## src/rtl/keyboard_event_ctrl_if.sv

```systemverilog
// Byte-stream and CPU register bundle for keyboard_event_ctrl.
// master = receiver/CPU side driving bytes and pops; slave = the controller.
interface keyboard_event_ctrl_if;
   logic [7:0] rx_data;
   logic       rx_valid;
   logic       rd_en;
   logic [7:0] key_status;
   logic [7:0] keycode;

   modport master (
      output rx_data,
      output rx_valid,
      output rd_en,
      input  key_status,
      input  keycode
   );

   modport slave (
      input  rx_data,
      input  rx_valid,
      input  rd_en,
      output key_status,
      output keycode
   );
endinterface

```

## src/rtl/keyboard_event_ctrl.sv

```systemverilog
// PS/2 scan-code sequencer: prefix parser FSM feeding a first-word-fall-through
// event FIFO that is presented to the CPU as key_status/keycode.
module keyboard_event_ctrl #(
   parameter int unsigned DEPTH_LOG2 = 3,
   parameter int unsigned TIMEOUT    = 100000
) (
   input logic                  clk,
   input logic                  rst,
   keyboard_event_ctrl_if.slave bus
);

   localparam int unsigned             DEPTH     = 1 << DEPTH_LOG2;
   localparam logic [DEPTH_LOG2:0]     DEPTH_CNT = (DEPTH_LOG2 + 1)'(DEPTH);
   localparam logic [19:0]             TMO       = 20'(TIMEOUT);
   localparam logic [2:0]              SKIP_LEN  = 3'd7;

   typedef enum logic [2:0] {
      IDLE,
      EXT,
      BRK,
      EXT_BRK,
      SKIP
   } state_t;

   state_t      state, next_state;
   logic [2:0]  skip_cnt, next_skip;
   logic [19:0] tmo_cnt;
   logic        tmo_hit;

   logic        push;
   logic [9:0]  push_ev;
   logic        err_set;
   logic        bad_byte;

   logic [9:0]            mem [DEPTH];
   logic [DEPTH_LOG2-1:0] wr_ptr, rd_ptr;
   logic [DEPTH_LOG2:0]   count;
   logic                  empty, full;
   logic                  pop_ok, push_ok, ovf_set;
   logic                  ovf_flag, err_flag;
   logic [9:0]            head;

   assign bad_byte = (bus.rx_data == 8'h00) || (bus.rx_data == 8'hFF);
   assign tmo_hit  = (state != IDLE) && !bus.rx_valid && (tmo_cnt == TMO);

   // ---------------------------------------------------------------- parser
   always_ff @(posedge clk) begin
      if (rst) begin
         state    <= IDLE;
         skip_cnt <= '0;
         tmo_cnt  <= '0;
      end else begin
         state    <= next_state;
         skip_cnt <= next_skip;
         if (bus.rx_valid || state == IDLE || tmo_hit)
            tmo_cnt <= '0;
         else
            tmo_cnt <= tmo_cnt + 1'b1;
      end
   end

   always_comb begin
      next_state = state;
      next_skip  = skip_cnt;
      push       = 1'b0;
      push_ev    = '0;
      err_set    = 1'b0;

      if (bus.rx_valid) begin
         unique case (state)
            IDLE: begin
               if (bus.rx_data == 8'hE0) begin
                  next_state = EXT;
               end else if (bus.rx_data == 8'hF0) begin
                  next_state = BRK;
               end else if (bus.rx_data == 8'hE1) begin
                  next_state = SKIP;
                  next_skip  = SKIP_LEN;
               end else if (bad_byte) begin
                  err_set = 1'b1;
               end else begin
                  push    = 1'b1;
                  push_ev = {2'b00, bus.rx_data};
               end
            end
            EXT: begin
               if (bus.rx_data == 8'hE0) begin
                  next_state = EXT;
               end else if (bus.rx_data == 8'hF0) begin
                  next_state = EXT_BRK;
               end else if (bad_byte) begin
                  err_set    = 1'b1;
                  next_state = IDLE;
               end else begin
                  push       = 1'b1;
                  push_ev    = {2'b10, bus.rx_data};
                  next_state = IDLE;
               end
            end
            BRK: begin
               next_state = IDLE;
               if (bad_byte) begin
                  err_set = 1'b1;
               end else begin
                  push    = 1'b1;
                  push_ev = {2'b01, bus.rx_data};
               end
            end
            EXT_BRK: begin
               next_state = IDLE;
               if (bad_byte) begin
                  err_set = 1'b1;
               end else begin
                  push    = 1'b1;
                  push_ev = {2'b11, bus.rx_data};
               end
            end
            SKIP: begin
               // Pause payload is swallowed whole; only its last byte emits.
               next_skip = skip_cnt - 1'b1;
               if (skip_cnt == 3'd1) begin
                  push       = 1'b1;
                  push_ev    = {2'b00, 8'hE1};
                  next_state = IDLE;
               end
            end
            default: begin
               next_state = IDLE;
            end
         endcase
      end else if (tmo_hit) begin
         next_state = IDLE;
         err_set    = 1'b1;
      end
   end

   // ------------------------------------------------------------------ FIFO
   assign empty   = (count == '0);
   assign full    = (count == DEPTH_CNT);
   assign pop_ok  = bus.rd_en && !empty;
   assign push_ok = push && (!full || pop_ok);
   assign ovf_set = push && full && !pop_ok;

   always_ff @(posedge clk) begin
      if (!rst && push_ok)
         mem[wr_ptr] <= push_ev;
   end

   always_ff @(posedge clk) begin
      if (rst) begin
         wr_ptr <= '0;
         rd_ptr <= '0;
         count  <= '0;
      end else begin
         if (push_ok)
            wr_ptr <= wr_ptr + 1'b1;
         if (pop_ok)
            rd_ptr <= rd_ptr + 1'b1;
         unique case ({push_ok, pop_ok})
            2'b10:   count <= count + 1'b1;
            2'b01:   count <= count - 1'b1;
            default: count <= count;
         endcase
      end
   end

   // Set beats clear when both land on the same edge.
   always_ff @(posedge clk) begin
      if (rst) begin
         ovf_flag <= 1'b0;
         err_flag <= 1'b0;
      end else begin
         if (ovf_set)
            ovf_flag <= 1'b1;
         else if (pop_ok)
            ovf_flag <= 1'b0;
         if (err_set)
            err_flag <= 1'b1;
         else if (pop_ok)
            err_flag <= 1'b0;
      end
   end

   // --------------------------------------------------------------- outputs
   assign head           = mem[rd_ptr];
   assign bus.keycode    = empty ? 8'h00 : head[7:0];
   assign bus.key_status = {3'b000, err_flag, ovf_flag, !empty,
                            empty ? 2'b00 : head[9:8]};

endmodule

```

## src/flat_wrapper.sv

```systemverilog
// flat-port wrapper written by rule: the top's interface ports become plain ports
module keyboard_event_ctrl_flat 
#(
   parameter int unsigned DEPTH_LOG2 = 3,
   parameter int unsigned TIMEOUT    = 100000
)
  (clk, rst, bus_rx_data, bus_rx_valid, bus_rd_en, bus_key_status, bus_keycode);
  keyboard_event_ctrl_if bus_i ();
  input logic clk;
  input logic rst;
  input wire logic [$bits(bus_i.rx_data)-1:0] bus_rx_data;
  input wire logic [$bits(bus_i.rx_valid)-1:0] bus_rx_valid;
  input wire logic [$bits(bus_i.rd_en)-1:0] bus_rd_en;
  output wire logic [$bits(bus_i.key_status)-1:0] bus_key_status;
  output wire logic [$bits(bus_i.keycode)-1:0] bus_keycode;
  assign bus_i.rx_data = bus_rx_data;
  assign bus_i.rx_valid = bus_rx_valid;
  assign bus_i.rd_en = bus_rd_en;
  assign bus_key_status = bus_i.key_status;
  assign bus_keycode = bus_i.keycode;
  keyboard_event_ctrl #(.DEPTH_LOG2(DEPTH_LOG2), .TIMEOUT(TIMEOUT)) u_core (.clk(clk), .rst(rst), .bus(bus_i));
endmodule
```

## config.mk

```make
export PLATFORM = sky130hd
export DESIGN_NAME = keyboard_event_ctrl_flat
export DESIGN_NICKNAME = d
export VERILOG_FILES = /design/src/rtl/keyboard_event_ctrl_if.sv /design/src/rtl/keyboard_event_ctrl.sv /design/src/flat_wrapper.sv
export SDC_FILE = /design/constraint.sdc
export NUM_CORES = 1
export LEC_CHECK = 0
export BUFFER_PORTS_ARGS = -buffer_cell sky130_fd_sc_hd__buf_2
export CAP_MARGIN = 20
export CORE_ASPECT_RATIO = 1.1
export CORE_UTILIZATION = 60
export CTS_BUF_LIST = sky130_fd_sc_hd__clkbuf_16
export CTS_CLUSTER_DIAMETER = 40
export CTS_CLUSTER_SIZE = 10
export DETAILED_ROUTE_END_ITERATION = 7
export MAX_ROUTING_LAYER = met4
export PLACE_DENSITY = 0.89
export SKIP_LAST_GASP = 1
export SYNTH_ARGS = -nofsm -noshare
export SYNTH_HDL_FRONTEND = slang
export SYNTH_SLANG_ARGS = --single-unit
```

## constraint.sdc

```tcl
create_clock -name clk -period 3.68 [get_ports clk]
set_clock_uncertainty 0.2 [all_clocks]
set_input_delay 0.552 -clock clk [delete_from_list [all_inputs] [get_ports clk]]
set_output_delay 0.552 -clock clk [all_outputs]
set_load 0.02 [all_outputs]
```

==> reports/results.ini <==
[synth]
yosysWarnings=0
synth_fa_ha_area_frac=0.0224
syn_area_um2=5360
synth_simple_gate_area_frac=0.148
synth_top_family_by_area=simple AND/OR/NAND/NOR gates
ys_types=56
ys_seq_elements=121
synth_edf_count=80
async_flop_share=0
ys_seq_area_frac=0.602
synth_cells=413
synthFlopType=edfxtp_1
syn_avg_cell_area_um2=13.0
synth_compound_area_frac=0.0546
synth-xor-area-share=0.0311
muxShareOfSynthArea=0.114

[global_route]
overflow=0
grt_pass1_vias=3611
antenna_found_initial=0
grt_pass1_wl_mm=18.2
grt_use_total=0.277
grt_max_degree=24

[layout]
final_util=0.736
drive_gt1_frac=0.220
final_nets=472
fin_area_um2=6280
final_common_cell=edfxtp_1
instances_no_fill=575
syn2layout_area_growth_pct=17.3
final_cell_mix=80 x edfxtp_1, 61 x nor2_1, 41 x dfxtp_1
antennaDiodeCount=0
nFillCells=510

[pwr]
peakVddDrop_v=0.000457
p_per_area_nw_per_um2=681
p_leak_nw=2.21

[timing]
worst_hold_slack_ps=288
grt_setup_unrepaired=false
fmax_mhz=312
timing.final.crit_share=0.870
tightest_slew_ps=1080
finalSetupTns_ps=0
slew_viol_final=0
maxSlewHeadroom=0.276
finalHoldViolations=0
min_period_ps=3200
setup_viol=0

[placement]
place_congestion=0.888
dp_cells=543
dp_hpwl_mm=7.03
place_area_um2=5630
portBuffers=24

[routing]
wl_met2_mm=5.90
drtPass1Iterations=6
vias=3546
routed-wl-met3_um=810
wl_met1_mm=4.31
drc=0
drtAntennaViolNets=0
vias_per_cell=6.17
top_layer=met4
drt_iter0_drc=301
wire_per_inst_um=19.7
routed_wl_mm=11.4

[clock_tree]
clock_latency_ps=410
cts.sinks=121
clk_pin_slew_worst_paths_ps=50
cts_tree=done
cts_made_buffers=17
hold_buffers=0
clockBufferDepth=2
clockRootBuffer=clkbuf_16
htreeDepth=4
cts_resized=0
cts_setup_buffers=0

[worst_setup_path]
startpoint_type=flop
critical_path_class=flop to flop
r2r_slack_ps=480
crit_arrival_ps=3300
rr_worst_depth=12
critPathMaxFanout=8
worstPathRequired_ps=3780
endpoint_kind=flop

[floorplan]
core.rowCount=35
die-area_um2=9310
start_util=0.627
ios=28
coreArea_um2=8540
die_x_um=92.1
chipHeight_um=101

[hold_path]
hold_depth=1
hp-class=flop to flop

[status]
outcome=completed

[job]
maxCapViolations=0

## logic make-up after synthesis
family                     after synthesis
buffers and inverters                   32
and+or+nand+nor                        159
xor gates and xnor gates                19
other                                    1
muxes                                   35
adders and majority gates                9
DFF                                    121
AOI/OAI and AO/OA                       37
## synth_stat cells (all sizes together) (7+ instances only)
cell type	number	area [µm²]
a21oi	13	65.1
buf	8	57.6
clkbuf	11	41.3
dfxtp	41	821
edfxtp	80	2400
ha	8	100
inv	13	48.8
mux2i	12	120
mux4	20	450
nand2	30	113
nand3	14	70.1
nor2	61	229
nor3	12	60.1
nor4	7	71.3
xnor2	7	61.3
xor2	12	105
## layout make-up
class                           count  area (µm²)  area share
Clock buffer                       17         425      0.0677
Clock inverter                     15         223      0.0355
Inverter                           13        48.8     0.00777
Multi-Input combinational cell    262        2010       0.320
Sequential cell                   121        3220       0.513
Tap cell                          111         139      0.0221
Timing Repair Buffer               36         210      0.0335
## metrics by stage
step	worst slack, ps	power [W]
3_5_place_dp	228	0.00249
3_3_place_gp	353	0.00246
2_1_floorplan	360	0.00225
5_1_grt	310	0.00444
4_1_cts	517	0.00430
6_report	479	0.00428
## where the power goes
group,internal [W],switching (W)
Sequential,0.00150,0.0000473
Combinational,0.000386,0.000541
Clock,0.00120,0.000601
Total,0.00309,0.00119
## registers in the layout, indices dropped and copies added (netlist names), named ones only
name	count
u_core.count	4
u_core.err_flag	1
u_core.mem	80
u_core.ovf_flag	1
u_core.rd_ptr	3
u_core.skip_cnt	3
u_core.state	3
u_core.tmo_cnt	20
u_core.wr_ptr	3
## worst paths after layout
path / endpoint / from
worst min-delay path: u_core.tmo_cnt[0] / u_core.tmo_cnt[0]
worst max-delay path: u_core.count[3] / u_core.skip_cnt[1]
worst max register to register: u_core.count[3] / u_core.skip_cnt[1]
worst min register to register: u_core.tmo_cnt[0] / u_core.tmo_cnt[0]
## critical path, stage by stage (launching register included)
cell and delay (ps):
dfxtp_1 340, inv_1 70, ha_1 180, nor2b_1 150, and3_1 290, nand2b_1 230, o31ai_4 340, ha_1 210
a21o_1 90, a21oi_1 80, or4_1 410, o22ai_1 160, mux2_1 330
## metal layers
layer  up-vias  track usage
met2       185        0.462
met3        41       0.0822
li1       1596            -
met4         0        0.132
met5         -            -
met1      1724        0.305
(Power assumes the default switching activity.)
